[src/rtl/s2mm_burst_writer.sv]
// s2mm_burst_writer
// Stream-to-memory write engine. A byte-length command (address, length,
// req/ack) is turned into a sequence of AXI4 INCR write bursts. Each burst is
// capped at MAX_BURST beats and never crosses a 4 KB boundary. The stream is
// passed straight through to the W channel. The last beat of a command carries
// a partial strobe when the length is not a multiple of the bus width.
//
// Optional feature macro: S2MM_STATS_EN. When it is defined, two free-running
// counters are added on o_stat_bursts and o_stat_errors.
//
// Ports:
//   clk, rst                  clock, asynchronous active-high reset
//   i_wr_cmd_addr/length/req  command input (req is a level)
//   o_wr_cmd_ack              one-cycle pulse when a command is accepted
//   i_wr_valid/data, o_wr_ready  input data stream
//   o_write_finish/error      one-cycle completion pulse and its error flag
//   m_axi_aw*, m_axi_w*, m_axi_b*  AXI4 write channels (HP port)
//   o_stat_bursts/errors      (S2MM_STATS_EN only) burst and error counters
module s2mm_burst_writer #(
    parameter int DATA_WIDTH = 64,
    parameter int ADDR_WIDTH = 32,
    parameter int LEN_WIDTH  = 23,
    parameter int MAX_BURST  = 16,
    parameter int ID_WIDTH   = 4,
    parameter int AXI_ID     = 0
) (
    input  logic                    clk,
    input  logic                    rst,
    input  logic [ADDR_WIDTH-1:0]   i_wr_cmd_addr,
    input  logic [LEN_WIDTH-1:0]    i_wr_cmd_length,
    input  logic                    i_wr_cmd_req,
    output logic                    o_wr_cmd_ack,
    input  logic                    i_wr_valid,
    input  logic [DATA_WIDTH-1:0]   i_wr_data,
    output logic                    o_wr_ready,
    output logic                    o_write_finish,
    output logic                    o_write_error,
    output logic                    m_axi_awvalid,
    input  logic                    m_axi_awready,
    output logic [ID_WIDTH-1:0]     m_axi_awid,
    output logic [ADDR_WIDTH-1:0]   m_axi_awaddr,
    output logic [7:0]              m_axi_awlen,
    output logic [2:0]              m_axi_awsize,
    output logic [1:0]              m_axi_awburst,
    output logic [3:0]              m_axi_awcache,
    output logic [2:0]              m_axi_awprot,
    output logic [DATA_WIDTH-1:0]   m_axi_wdata,
    output logic [DATA_WIDTH/8-1:0] m_axi_wstrb,
    output logic                    m_axi_wlast,
    output logic                    m_axi_wvalid,
    input  logic                    m_axi_wready,
    input  logic [1:0]              m_axi_bresp,
    input  logic                    m_axi_bvalid,
    output logic                    m_axi_bready
`ifdef S2MM_STATS_EN
    ,
    output logic [31:0]             o_stat_bursts,
    output logic [31:0]             o_stat_errors
`endif
);

    localparam int BYTES = DATA_WIDTH / 8;
    localparam int SZ    = $clog2(BYTES);
    localparam int BW    = LEN_WIDTH - SZ + 1;       // beat counter width
    localparam int CW    = (BW > 13) ? BW : 13;      // width used for the burst min()

    typedef enum logic [2:0] {S_IDLE, S_CALC, S_AW, S_W, S_B, S_DONE} state_t;

    state_t                r_state;
    logic [ADDR_WIDTH-1:0] r_addr;
    logic [BW-1:0]         r_remaining;
    logic [SZ-1:0]         r_tail;        // length mod BYTES
    logic [8:0]            r_burst;
    logic [7:0]            r_beat;
    logic                  r_err;
    logic                  r_ack;
    logic                  r_finish;
    logic                  r_error_out;
    logic                  r_awvalid;
    logic [ADDR_WIDTH-1:0] r_awaddr;
    logic [7:0]            r_awlen;
    logic                  r_bready;

    // Beats in the command: ceil(len / BYTES), one extra bit so the rounding
    // add cannot overflow.
    logic [LEN_WIDTH:0]    w_len_ext;
    logic [BW-1:0]         w_cmd_beats;
    assign w_len_ext   = {1'b0, i_wr_cmd_length} + (LEN_WIDTH+1)'(BYTES - 1);
    assign w_cmd_beats = BW'(w_len_ext >> SZ);

    // Beats left before the next 4 KB boundary.
    logic [12:0]           w_to_4k;
    logic [CW-1:0]         w_lim_4k;
    logic [CW-1:0]         w_min;
    logic [8:0]            w_burst;
    assign w_to_4k  = 13'd4096 - {1'b0, r_addr[11:0]};
    assign w_lim_4k = CW'(w_to_4k >> SZ);

    always_comb begin
        w_min = CW'(r_remaining);
        if (CW'(MAX_BURST) < w_min) w_min = CW'(MAX_BURST);
        if (w_lim_4k < w_min)       w_min = w_lim_4k;
    end
    assign w_burst = 9'(w_min);

    logic                  w_in_w;
    logic                  w_last_beat;
    logic                  w_final_beat;
    logic [BYTES-1:0]      w_tail_mask;
    logic                  w_w_hs;

    assign w_in_w       = (r_state == S_W);
    assign w_last_beat  = (r_beat == r_awlen);
    // Last beat of the burst that empties the command.
    assign w_final_beat = w_last_beat && (r_remaining == BW'(r_burst));
    assign w_w_hs       = m_axi_wvalid && m_axi_wready;

    genvar gi;
    generate
        for (gi = 0; gi < BYTES; gi++) begin : g_tail
            assign w_tail_mask[gi] = (gi < int'(r_tail));
        end
    endgenerate

    // W channel is a combinational pass-through gated by the W state.
    assign m_axi_wvalid  = i_wr_valid && w_in_w;
    assign o_wr_ready    = m_axi_wready && w_in_w;
    assign m_axi_wdata   = i_wr_data;
    assign m_axi_wlast   = w_in_w && w_last_beat;
    assign m_axi_wstrb   = (w_final_beat && (r_tail != '0)) ? w_tail_mask : '1;

    assign m_axi_awvalid = r_awvalid;
    assign m_axi_awaddr  = r_awaddr;
    assign m_axi_awlen   = r_awlen;
    assign m_axi_awid    = ID_WIDTH'(AXI_ID);
    assign m_axi_awsize  = 3'(SZ);
    assign m_axi_awburst = 2'b01;
    assign m_axi_awcache = 4'b0011;
    assign m_axi_awprot  = 3'b000;
    assign m_axi_bready  = r_bready;
    assign o_wr_cmd_ack  = r_ack;
    assign o_write_finish = r_finish;
    assign o_write_error = r_error_out;

    always_ff @(posedge clk or posedge rst) begin
        if (rst) begin
            r_state     <= S_IDLE;
            r_addr      <= '0;
            r_remaining <= '0;
            r_tail      <= '0;
            r_burst     <= '0;
            r_beat      <= '0;
            r_err       <= 1'b0;
            r_ack       <= 1'b0;
            r_finish    <= 1'b0;
            r_error_out <= 1'b0;
            r_awvalid   <= 1'b0;
            r_awaddr    <= '0;
            r_awlen     <= '0;
            r_bready    <= 1'b0;
        end else begin
            r_ack       <= 1'b0;
            r_finish    <= 1'b0;
            r_error_out <= 1'b0;
            case (r_state)
                S_IDLE: begin
                    if (i_wr_cmd_req) begin
                        r_addr      <= i_wr_cmd_addr & ~ADDR_WIDTH'(BYTES - 1);
                        r_remaining <= w_cmd_beats;
                        r_tail      <= i_wr_cmd_length[SZ-1:0];
                        r_ack       <= 1'b1;
                        r_state     <= S_CALC;
                    end
                end
                S_CALC: begin
                    if (r_remaining == '0) begin
                        // Zero-length command, or nothing left.
                        r_finish    <= 1'b1;
                        r_error_out <= r_err;
                        r_err       <= 1'b0;
                        r_state     <= S_DONE;
                    end else begin
                        r_burst   <= w_burst;
                        r_awaddr  <= r_addr;
                        r_awlen   <= 8'(w_burst - 9'd1);
                        r_awvalid <= 1'b1;
                        r_beat    <= '0;
                        r_state   <= S_AW;
                    end
                end
                S_AW: begin
                    if (m_axi_awready) begin
                        r_awvalid <= 1'b0;
                        r_state   <= S_W;
                    end
                end
                S_W: begin
                    if (w_w_hs) begin
                        r_beat <= r_beat + 8'd1;
                        if (w_last_beat) begin
                            r_bready <= 1'b1;
                            r_state  <= S_B;
                        end
                    end
                end
                S_B: begin
                    if (m_axi_bvalid) begin
                        r_bready    <= 1'b0;
                        r_addr      <= r_addr + (ADDR_WIDTH'(r_burst) << SZ);
                        r_remaining <= r_remaining - BW'(r_burst);
                        if (r_remaining == BW'(r_burst)) begin
                            r_finish    <= 1'b1;
                            r_error_out <= r_err || (m_axi_bresp != 2'b00);
                            r_err       <= 1'b0;
                            r_state     <= S_DONE;
                        end else begin
                            if (m_axi_bresp != 2'b00) r_err <= 1'b1;
                            r_state <= S_CALC;
                        end
                    end
                end
                S_DONE: begin
                    r_state <= S_IDLE;
                end
                default: r_state <= S_IDLE;
            endcase
        end
    end

`ifdef S2MM_STATS_EN
    logic [31:0] r_stat_bursts;
    logic [31:0] r_stat_errors;

    always_ff @(posedge clk or posedge rst) begin
        if (rst) begin
            r_stat_bursts <= '0;
            r_stat_errors <= '0;
        end else if ((r_state == S_B) && m_axi_bvalid) begin
            r_stat_bursts <= r_stat_bursts + 32'd1;
            if (m_axi_bresp != 2'b00) r_stat_errors <= r_stat_errors + 32'd1;
        end
    end

    assign o_stat_bursts = r_stat_bursts;
    assign o_stat_errors = r_stat_errors;
`endif

endmodule

[config.mk]
export PLATFORM = sky130hd
export DESIGN_NAME = s2mm_burst_writer
export DESIGN_NICKNAME = d
export VERILOG_FILES = /design/src/rtl/s2mm_burst_writer.sv
export SDC_FILE = /design/constraint.sdc
export NUM_CORES = 1
export LEC_CHECK = 0
export ABC_AREA = 1
export CAP_MARGIN = 20
export CELL_PAD_IN_SITES_DETAIL_PLACEMENT = 0
export CELL_PAD_IN_SITES_GLOBAL_PLACEMENT = 2
export CORE_MARGIN = 5
export CORE_UTILIZATION = 26
export DETAILED_ROUTE_END_ITERATION = 10
export GPL_ROUTABILITY_DRIVEN = 1
export PLACE_DENSITY = 0.84
export SYNTH_ARGS = -nofsm -noshare
export SYNTH_HDL_FRONTEND = slang
export SYNTH_SLANG_ARGS = --single-unit
[constraint.sdc]
create_clock -name clk -period 5.3 [get_ports clk]
set_clock_uncertainty 0.1 [all_clocks]
set_input_delay 1.06 -clock clk [delete_from_list [all_inputs] [get_ports clk]]
set_output_delay 1.06 -clock clk [all_outputs]
set_load 0.02 [all_outputs]
==> reports/metrics.yaml <==
hp-class: "reg2reg"
synth_compound_area_frac: 0.157
ys_types: 39
hold_violations: 0
synth_top_area_share: 0.341
seqCellArea_um2: 2900
final_area_um2: 10200
clock_path_buffers: 2
fin_util: 0.314
tritoncts: "done"
ys_ff_latch: 116
grt_pass1_wl_um: 40300
synthAdderAreaFrac: 0.0502
wire_per_inst_um: 14.8
start_util: 0.262
area_growth_pct: 19.5
grt_max_degree: 86
synthCells: 1211
status: "finished clean"
leakage_nw: 4.73
slew_violations: 0
ff2ff_setup_slack_ps: 1450
post_dp_cell_area_um2: 9570
worstHoldStart: "m_axi_awaddr[3]"
synth_edf_count: 0
num_io_pins: 264
timing.fmax_mhz: 231
finalCritPeriodShare: 0.818
relSlewSlack: 0.474
endpoint_kind: "output port"
worstPathRequired_ps: 4140
cts_setup_buffers: 0
grt_pass1_vias: 7381
detail-route-antenna-nets: 0
preCtsSetupSlack_ps: 1410
arrival_ps: 3170
fin_ws_ps: 965
drtPass1Iterations: 5
die_y_um: 191
grt_overflow: 0
numCtsBuffers: 17
synthFlopType: "dfrtp_1"
cts-root-buf: "clkbuf_16"
insertion_delay_ps: 420
worst_slew_pin_slew_ps: 788
synth_area_leaders: "dfrtp_1 34%, nand2_1 11%, o21ai_0 7.5%, buf_4 7.4%, inv_1 7.1%"
rr_startpoint: "r_addr[3]"
maxCapViolCount: 0
yosys.area.top_type: "dfrtp_1"
nets: 1417
synth_xor_xnor_area_share: 0.0298
setup_viol: 0
rsz0062_at_grt: "no"
groute.usage.overall: 0.139
slowest_delay_ps: 540
powerDensity_nw_per_um2: 246
crit_type: "reg2out"
vias_per_cell: 4.51
synth_area_um2: 8520
fillers: 3528
synth_top_family_by_area: "simple AND/OR/NAND/NOR gates"
die_area_um2: 36500
core_um2: 32500
crit_slowest_cell: "clkdlybuf4s50_1"
drt_first_iter_violations: 350
irDropWorstVdd_v: 0.000214
cts.clk_slew.worst_paths_ps: 60
antenna_cells: 0
min_period_ps: 4330
synth.area.mux_share: 0
crit_chain: "inv_1 -> ha_1 -> nand2_1 -> inv_1 -> nand3_1 -> nor4_1 -> nand2_1 -> a211oi_1 -> inv_1 -> a21oi_1 -> nand2_1 -> clkdlybuf4s50_1"
cts.sinks: 116
syn_area_per_cell_um2: 7.03
synth_simple_gate_area_frac: 0.260
htreeDepth: 4
power_mw: 2.50
cp_max_fo: 5
yosys_warnings: 0
antenna_found_initial: 0
cp_top_family: "buffers and inverters"
cp-startpoint: "r_burst[7]"
synth.yosys.seq_area_share: 0.341
post_cts_resized: 0
crit_buf_inv: 4
drive_gt1_frac: 0.0591
setup_tns_ps: 0
num_vias: 7711
multiInputGateArea_um2: 4330
totalWireLength_um: 25300
die_width_um: 191
rows: 66
place.gp.congestion: 0.882
hpwl_um: 19600
async_reset_ff_frac: 1.00
hold_buffers: 0
cp-start-kind: "flop"
io_buffers: 112
drc_errors: 0
[state kept, by name, indices dropped and copies added (netlist names)]
| signal | flops |
|---|---|
| m_axi_awaddr | 29 |
| m_axi_awlen | 8 |
| m_axi_awvalid | 1 |
| m_axi_bready | 1 |
| o_wr_cmd_ack | 1 |
| o_write_error | 1 |
| o_write_finish | 1 |
| r_addr | 29 |
| r_beat | 8 |
| r_burst | 9 |
| r_err | 1 |
| r_remaining | 21 |
| r_state | 3 |
| r_tail | 3 |
[synth_stat cells, types with 4 or more instances]
library cell  count
nand2_1         241
inv_1           161
o21ai_0         127
dfrtp_1         116
nor2_1          104
buf_4            84
nand3_1          81
a21oi_1          57
ha_1             31
clkbuf_1         26
nor3_1           25
xor2_1           25
nand4_1          17
o211ai_1         17
o22ai_1          15
nor2_2           10
nor4_1            9
or2_2             9
a31oi_1           8
o21ai_1           5
buf_2             4
nand2_2           4
xnor2_1           4
[per-layer routing]
metal / track usage / vias to the layer above / wire [um]
met5: 0 / - / 0
met4: 0.0343 / 0 / 346
met3: 0.0354 / 24 / 1490
met2: 0.218 / 182 / 11400
met1: 0.191 / 3555 / 12100
li1: - / 3950 / -
[path summary, 6_finish.rpt]
check / cells after the start / end
max: 12 / m_axi_wstrb[2]
min: 2 / m_axi_awaddr[3]
max reg2reg: 19 / m_axi_awlen[4]
min reg2reg: 2 / m_axi_awaddr[3]
max in group asynchronous: 3 / r_remaining[13]
min in group asynchronous: 2 / m_axi_awaddr[12]
[placed cells by master (no fill, tap or decap), drive strengths merged]
master and n:
a22oi 2, nor2 115, o211ai 17, ha 31, or2 9, nand2 247, bufinv 2, o21bai 2
clkdlybuf4s50 112, o22ai 15, nor4 9, a21oi 57, o21a 3, fa 2, inv 170, clkinv 5
buf 7, a31oi 8, a211oi 3, dfrtp 116, nand3b 2, xnor2 4, clkbuf 18, nor3 26
xor2 25, conb 25, nand4 17, o21ai 135, nand3 83, o31ai 2
[tightest hold or removal path, stage by stage, from the launching register on]
cell and delay (ps):
dfrtp_1 340, nand2_1 50, o21ai_0 60
[final cells by class]
type	instances	area share
clock buffers	18	0.0432
clock inverters	14	0.0164
inverters	163	0.0604
multi-input cells	839	0.425
flip-flops and latches	116	0.285
well taps	442	0.0543
repair buffers	119	0.115
[through the flow]
step / hold slack, ps / cells
after global placement: 368 / 1679
after floorplan: 371 / 1234
after detailed placement: 376 / 1679
after global routing: 416 / 1711
after CTS: 391 / 1711
final: 383 / 1711
[logic make-up after synthesis]
family / count (synthesis)
simple gates: 508
flops: 116
xor+xnor: 29
compound gates: 244
buf+inv: 279
fa+ha+maj: 33
other cells: 2
[power by group]
group	internal, mW	switching (mW)
sequential	0.923	0.0416
combinational	0.131	0.207
clock	0.721	0.481
No activity file was read; power rests on OpenSTA's default activity.
